## src/rtl/arf124b256e1r1w0cbbehcaa4acw_wr_sched_pkg.sv

```systemverilog
// Shared types and defaults for the 124b x 256 1R1W array write-port scheduler.
package arf124b256e1r1w0cbbehcaa4acw_wr_sched_pkg;

    localparam int DEF_ADDR_W  = 8;
    localparam int DEF_DATA_W  = 124;
    localparam int MAX_NUM_REQ = 8;
    localparam int RR_IDX_W    = $clog2(MAX_NUM_REQ);

    typedef enum logic [1:0] {
        ST_INIT  = 2'd0,
        ST_RUN   = 2'd1,
        ST_BLOCK = 2'd2
    } state_t;

    typedef logic [RR_IDX_W-1:0] rr_idx_t;

    // Next round-robin position after idx, wrapping at n requesters.
    function automatic rr_idx_t rr_next(input rr_idx_t idx, input int n);
        return (int'(idx) + 1 >= n) ? '0 : idx + 1'b1;
    endfunction

endpackage

```

## src/rtl/arf124b256e1r1w0cbbehcaa4acw_wr_sched_if.sv

```systemverilog
// Write-request bus between the requesting pipeline stages and the scheduler.
interface arf124b256e1r1w0cbbehcaa4acw_wr_sched_if #(
    parameter int NUM_REQ = 4,
    parameter int ADDR_W  = 8,
    parameter int DATA_W  = 124
);
    logic [NUM_REQ-1:0]        req_valid;
    logic [NUM_REQ-1:0]        req_ready;
    logic [NUM_REQ*ADDR_W-1:0] req_addr;
    logic [NUM_REQ*DATA_W-1:0] req_data;

    modport master (output req_valid, output req_addr, output req_data, input req_ready);
    modport slave  (input req_valid, input req_addr, input req_data, output req_ready);
endinterface

```

## src/rtl/arf124b256e1r1w0cbbehcaa4acw_rr_arb.sv

```systemverilog
// Round-robin arbiter: first valid requester at or after the pointer wins.
module arf124b256e1r1w0cbbehcaa4acw_rr_arb #(
    parameter int N     = 4,
    parameter int IDX_W = 2
) (
    input  logic [N-1:0]     i_valid,
    input  logic [IDX_W-1:0] i_ptr,
    output logic [N-1:0]     o_grant,
    output logic [IDX_W-1:0] o_idx,
    output logic             o_any
);

    always_comb begin
        int c;
        o_grant = '0;
        o_idx   = '0;
        o_any   = 1'b0;
        c       = 0;
        for (int k = 0; k < N; k++) begin
            c = int'(i_ptr) + k;
            if (c >= N) c = c - N;
            if (!o_any && i_valid[c]) begin
                o_any      = 1'b1;
                o_grant[c] = 1'b1;
                o_idx      = IDX_W'(c);
            end
        end
    end

endmodule

```

## src/rtl/arf124b256e1r1w0cbbehcaa4acw_wr_sched.sv

```systemverilog
// Write-port scheduler: post-reset zero-fill sweep, round-robin write grant,
// one-cycle write stage driving the array and its clock gate, read bypass.
module arf124b256e1r1w0cbbehcaa4acw_wr_sched
    import arf124b256e1r1w0cbbehcaa4acw_wr_sched_pkg::*;
#(
    parameter int NUM_REQ = 4,
    parameter int DATA_W  = DEF_DATA_W,
    parameter int DEPTH   = 256,
    parameter int ADDR_W  = DEF_ADDR_W,
    parameter int INIT_EN = 1,
    localparam int IDX_W  = $clog2(NUM_REQ)
) (
    input  logic              clk,
    input  logic              rst,
    arf124b256e1r1w0cbbehcaa4acw_wr_sched_if.slave req,
    input  logic              i_cfg_wr_block,
    input  logic              i_rd_en,
    input  logic [ADDR_W-1:0] i_rd_addr,
    output logic              o_arr_wen,
    output logic [ADDR_W-1:0] o_arr_waddr,
    output logic [DATA_W-1:0] o_arr_wdata,
    output logic              o_arr_wclk_en,
    output logic              o_rd_byp_hit,
    output logic [DATA_W-1:0] o_rd_byp_data,
    output logic [IDX_W-1:0]  o_grant_id,
    output logic              o_init_done,
    output logic              o_idle
);

    state_t            r_state, w_state_next;
    logic [ADDR_W-1:0] r_cnt;
    rr_idx_t           r_ptr;
    rr_idx_t           r_grant_id;
    logic              r_wen;
    logic [ADDR_W-1:0] r_waddr;
    logic [DATA_W-1:0] r_wdata;
    logic              r_init_done;

    logic [NUM_REQ-1:0] w_grant;
    logic [IDX_W-1:0]   w_idx;
    logic               w_any;
    logic               w_run;
    logic               w_xfer;

    arf124b256e1r1w0cbbehcaa4acw_rr_arb #(
        .N     (NUM_REQ),
        .IDX_W (IDX_W)
    ) u_arb (
        .i_valid (req.req_valid),
        .i_ptr   (IDX_W'(r_ptr)),
        .o_grant (w_grant),
        .o_idx   (w_idx),
        .o_any   (w_any)
    );

    assign w_run         = (r_state == ST_RUN);
    assign w_xfer        = w_run & w_any;
    assign req.req_ready = w_run ? w_grant : '0;

    always_comb begin
        w_state_next = r_state;
        case (r_state)
            ST_INIT:  if (r_cnt == ADDR_W'(DEPTH - 1)) w_state_next = ST_RUN;
            ST_RUN:   if (i_cfg_wr_block)              w_state_next = ST_BLOCK;
            ST_BLOCK: if (!i_cfg_wr_block)             w_state_next = ST_RUN;
            default:                                   w_state_next = ST_INIT;
        endcase
    end

    always_ff @(posedge clk or posedge rst) begin
        if (rst) begin
            r_state     <= (INIT_EN != 0) ? ST_INIT : ST_RUN;
            r_cnt       <= '0;
            r_ptr       <= '0;
            r_grant_id  <= '0;
            r_wen       <= 1'b0;
            r_waddr     <= '0;
            r_wdata     <= '0;
            r_init_done <= 1'b0;
        end else begin
            r_state     <= w_state_next;
            r_wen       <= (r_state == ST_INIT) | w_xfer;
            // Flag rises once the FSM has left INIT, i.e. after the last sweep write is issued.
            r_init_done <= r_init_done | (r_state != ST_INIT);
            if (r_state == ST_INIT) begin
                r_waddr <= r_cnt;
                r_wdata <= '0;
                r_cnt   <= (r_cnt == ADDR_W'(DEPTH - 1)) ? '0 : r_cnt + 1'b1;
            end else if (w_xfer) begin
                r_waddr    <= req.req_addr[w_idx*ADDR_W +: ADDR_W];
                r_wdata    <= req.req_data[w_idx*DATA_W +: DATA_W];
                r_grant_id <= rr_idx_t'(w_idx);
                r_ptr      <= rr_next(rr_idx_t'(w_idx), NUM_REQ);
            end
        end
    end

    assign o_arr_wen     = r_wen;
    assign o_arr_waddr   = r_waddr;
    assign o_arr_wdata   = r_wdata;
    assign o_arr_wclk_en = r_wen;
    assign o_rd_byp_hit  = i_rd_en & r_wen & (i_rd_addr == r_waddr);
    assign o_rd_byp_data = o_rd_byp_hit ? r_wdata : '0;
    assign o_grant_id    = IDX_W'(r_grant_id);
    assign o_init_done   = r_init_done;
    assign o_idle        = ~r_wen & ~|req.req_valid & (r_state != ST_INIT);

endmodule

```

## src/flat_wrapper.sv

```systemverilog
// flat-port wrapper written by rule: the top's interface ports become plain ports
module arf124b256e1r1w0cbbehcaa4acw_wr_sched_flat import arf124b256e1r1w0cbbehcaa4acw_wr_sched_pkg::*;
#(
    parameter int NUM_REQ = 4,
    parameter int DATA_W  = DEF_DATA_W,
    parameter int DEPTH   = 256,
    parameter int ADDR_W  = DEF_ADDR_W,
    parameter int INIT_EN = 1,
    localparam int IDX_W  = $clog2(NUM_REQ)
)
  (clk, rst, i_cfg_wr_block, i_rd_en, i_rd_addr, o_arr_wen, o_arr_waddr, o_arr_wdata, o_arr_wclk_en, o_rd_byp_hit, o_rd_byp_data, o_grant_id, o_init_done, o_idle, req_req_valid, req_req_addr, req_req_data, req_req_ready);
  arf124b256e1r1w0cbbehcaa4acw_wr_sched_if #(.NUM_REQ(NUM_REQ), .ADDR_W(ADDR_W), .DATA_W(DATA_W)) req_i ();
  input  logic clk;
  input  logic rst;
  input  logic i_cfg_wr_block;
  input  logic i_rd_en;
  input  logic [ADDR_W-1:0] i_rd_addr;
  output logic o_arr_wen;
  output logic [ADDR_W-1:0] o_arr_waddr;
  output logic [DATA_W-1:0] o_arr_wdata;
  output logic o_arr_wclk_en;
  output logic o_rd_byp_hit;
  output logic [DATA_W-1:0] o_rd_byp_data;
  output logic [IDX_W-1:0] o_grant_id;
  output logic o_init_done;
  output logic o_idle;
  input wire logic [$bits(req_i.req_valid)-1:0] req_req_valid;
  input wire logic [$bits(req_i.req_addr)-1:0] req_req_addr;
  input wire logic [$bits(req_i.req_data)-1:0] req_req_data;
  output wire logic [$bits(req_i.req_ready)-1:0] req_req_ready;
  assign req_i.req_valid = req_req_valid;
  assign req_i.req_addr = req_req_addr;
  assign req_i.req_data = req_req_data;
  assign req_req_ready = req_i.req_ready;
  arf124b256e1r1w0cbbehcaa4acw_wr_sched #(.NUM_REQ(NUM_REQ), .DATA_W(DATA_W), .DEPTH(DEPTH), .ADDR_W(ADDR_W), .INIT_EN(INIT_EN)) u_core (.clk(clk), .rst(rst), .req(req_i), .i_cfg_wr_block(i_cfg_wr_block), .i_rd_en(i_rd_en), .i_rd_addr(i_rd_addr), .o_arr_wen(o_arr_wen), .o_arr_waddr(o_arr_waddr), .o_arr_wdata(o_arr_wdata), .o_arr_wclk_en(o_arr_wclk_en), .o_rd_byp_hit(o_rd_byp_hit), .o_rd_byp_data(o_rd_byp_data), .o_grant_id(o_grant_id), .o_init_done(o_init_done), .o_idle(o_idle));
endmodule
```

## config.mk

```make
export PLATFORM = sky130hd
export DESIGN_NAME = arf124b256e1r1w0cbbehcaa4acw_wr_sched_flat
export DESIGN_NICKNAME = d
export VERILOG_FILES = /design/src/rtl/arf124b256e1r1w0cbbehcaa4acw_wr_sched_pkg.sv /design/src/rtl/arf124b256e1r1w0cbbehcaa4acw_wr_sched_if.sv /design/src/rtl/arf124b256e1r1w0cbbehcaa4acw_rr_arb.sv /design/src/rtl/arf124b256e1r1w0cbbehcaa4acw_wr_sched.sv /design/src/flat_wrapper.sv
export SDC_FILE = /design/constraint.sdc
export NUM_CORES = 1
export LEC_CHECK = 0
export CORE_AREA = 8 8 306 308
export CTS_CLUSTER_SIZE = 12
export DETAILED_ROUTE_END_ITERATION = 6
export DIE_AREA = 0 0 314 316
export GPL_TIMING_DRIVEN = 0
export PLACE_DENSITY_LB_ADDON = 0.1
export SYNTH_ARGS = -nofsm -noshare
export SYNTH_HDL_FRONTEND = slang
export SYNTH_HIERARCHICAL = 1
export SYNTH_SLANG_ARGS = --single-unit
```

## constraint.sdc

```tcl
create_clock -name clk -period 15.3 [get_ports clk]
set_input_delay 4.59 -clock clk [delete_from_list [all_inputs] [get_ports clk]]
set_output_delay 4.59 -clock clk [all_outputs]
set_load 0.02 [all_outputs]
```

==> qor.csv <==
metric,value,unit
status,"finished, final reports clean",
"CP delay by family, top",buffers and inverters,
mapped cell area,10900,µm²
Rel. slew slack,20.0,%
syn_nets,1447,
global router's overall resource usage,15.4,%
crit path capture,o_rd_byp_data[12],
Worst Setup SP,i_rd_addr[2],
max-cap viol count,0,
via count of the first global-routing pass,12800,
period utilization,84.0,%
Syn Inst Count,893,
CP arrival,8.26,ns
sequential area share after synthesis,34.0,%
"area leader, netlist",dfrtp_1,
boundary pin count,811,
CP dominant cell by count,clkdlybuf4s50_1,
FF-to-FF setup slack,10.61,ns
critical path cell sequence,"clkdlybuf4s50_1, xnor2_1, nand4_1, clkbuf_1, nor4_1, clkdlybuf4s50_1",
Clock Path Buffers,2,
Via Count,11600,
Hold WC Path Type,reg -> reg,
worst vdd ir,0.110,mV
"Warnings, synthesis",6,
Die Width,314,µm
drt wl/cell,27.4,µm
layout cells sized above 1,17.0,%
"Power, Total",3520,µW
# DRC,0,
drt total wl,79900,µm
clock-pin slew on the worst setup and hold paths,0.07,ns
Clock Skew,0.0140,ns
r2r startpoint,u_core/r_ptr[1],
Yosys reg bits,148,
Hold Buf Count CTS,0,
final hold vios,0,
Via density,3.99,
CTS Buf Count,17,
CP Class,in -> out,
Final #Nets,2277,
largest net degree at the start of global routing,79,
Worst EP required,10.71,ns
DP HPWL,67700,µm
crit path time final,12.85,ns
"non-filler cells, final",2913,
Placed Instances,2880,
share of Yosys cell area claimed by the top area cell type,34.0,%
CP Buf/Inv Count,3,
Fillers,9473,
leakage,0.00737,µW
Final GP Congestion,0.816,
# setup viols final,0,
post-route ant nets,0,
pre-CTS WS,2.16,ns
Syn Area/Cell,12.2,µm²
clock sinks,148,
Least-Margin Pin Slew,1.20,ns
Yosys cell types,47,
Post-CTS Resized,0,
site row count,110,
DRT Pass-1 Iters,5,
"Slowest-stage cell, CP",nand4_1,
max incr delay on CP,0.87,ns
Final Worst Setup Slack,2.45,ns
RSZ-0062 raised after global routing,false,
final slew viol count,0,
Setup crit end kind,output port,
core box area,89000,µm²
reg2reg path depth,11,
global-route wire length before repair,107000,µm
Worst Path Max Fanout,10,
Synth area leaders,"dfrtp_1 (34%), mux4_2 (27%), a22o_1 (10%)",
r2r endpoint,u_core/o_arr_wdata[4],
CP Depth,6,
setup tns final,0,ns
area grow syn2layout,94.0,%
critical path launch point type,input pin,
Port Buf Inserts,810,
die height,316,µm
max frequency,77.8,MHz
full die area,99200,µm²
P per Cell Area,166,nW/µm²
CTS H-tree depth,4,
"Setup Fix Bufs, Post-CTS",0,
clock latency at the later pin of the worst-skew pair,0.47,ns
DRT iter0 DRCs,520,
grt ovf,0,
antenna violations before repair,7,
initial core utilization,12.2,%
clock tree root buffer cell,clkbuf_16,
CTS tree,built,
utilization after layout,23.7,%
[worst min path at each step]
stage	start	to	slack, ns	cells past startpoint
floorplan	u_core/r_cnt[6]	u_core/r_cnt[6]	0.47	1
global placement	u_core/o_init_done	u_core/o_init_done	0.47	1
detailed placement	u_core/o_init_done	u_core/o_init_done	0.47	1
CTS	u_core/o_init_done	u_core/o_init_done	0.49	1
global route	u_core/o_init_done	u_core/o_init_done	0.51	1
finish	u_core/o_init_done	u_core/o_init_done	0.48	1
[synth_stat cells (all sizes together)]
cell    count
a21bo       1
a21o        1
a21oi      10
a22o      124
a22oi       8
a31oi       1
a32o        1
and2        2
and2b       1
and3        5
and4        1
buf        72
clkbuf     37
dfrtp     148
ha         10
inv       132
mux2        6
mux2i       2
mux4      136
nand2       6
nand2b      2
nand3       4
nand4       2
nand4b      1
nor2        5
nor2b       1
nor3        3
nor4      125
nor4b       1
nor4bb      1
o211a       1
o211ai      2
o21ai       7
o22ai      16
o311ai      1
o31ai       1
or2         1
or3         1
or4         1
xnor2      13
[sequential cells by signal, indices dropped and copies added, names as in the netlist]
register / flops
u_core/r_grant_id: 2
u_core/o_init_done: 1
u_core/r_cnt: 8
u_core/r_ptr: 2
u_core/o_arr_wclk_en: 1
u_core/o_arr_wdata: 124
u_core/r_state: 2
u_core/o_arr_waddr: 8
[per-layer routing]
layer	routed length (µm)	track usage, %
met3	5450	4.80
met5	0	0
met1	30700	17.3
met4	1360	3.57
met2	42400	28.2
[power breakdown]
group | switching (µW) | internal (µW)
logic | 1350 | 1140
registers | 90.5 | 470
clock network | 195 | 269
total | 1640 | 1880
[area by class of cell]
cell class                      count  area (µm²)  share of cell area [%]
Inverter                          132         503                    2.38
Sequential cell                   148        3700                    17.5
Multi-Input combinational cell    504        6130                    29.0
Antenna cell                        2        5.00                  0.0237
Tap cell                         1176        1470                    6.96
Clock inverter                     11         151                   0.716
Buffer                            109         563                    2.66
Timing Repair Buffer              811        8140                    38.5
Clock buffer                       20         467                    2.21
[per-stage QoR]
step                      cell area (µm²)  hold slack, ns
after detailed placement            20500           0.472
after global routing                21100           0.512
after CTS                           21100           0.493
after floorplan                     10900           0.473
final                               21100           0.482
after global placement              20500           0.469
[layout by cell type, fill, tap and decap left out, types with 5 or more instances in the layout]
cell	netlist	routed
nor4_2	49	49
clkbuf_1	37	37
o22ai_1	16	16
nor4_1	76	76
clkdlybuf4s50_1	0	810
o21ai_0	6	6
a21oi_1	10	10
xnor2_1	13	13
a22o_1	124	124
and3_1	5	5
buf_6	10	10
nand2_1	6	6
mux4_2	133	133
mux2_2	6	6
clkbuf_16	0	17
dfrtp_1	148	148
a22oi_1	8	8
buf_2	57	57
ha_1	10	10
nor2_1	5	5
inv_1	132	131
[cell families (layout without fill, tap and decap cells)]
group | after synthesis | count (layout) | share of synthesized area [%]
AOI/OAI and AO/OA | 174 | 174 | 12.9
xor gates and xnor gates | 13 | 13 | 1.05
adders and majority gates | 10 | 10 | 1.15
buffers and inverters | 241 | 1083 | 9.72
DFF | 148 | 148 | 34.0
muxes | 144 | 144 | 29.0
other | 0 | 2 | 0
and+or+nand+nor | 163 | 163 | 12.1
Power figures use the tool's default switching activity.
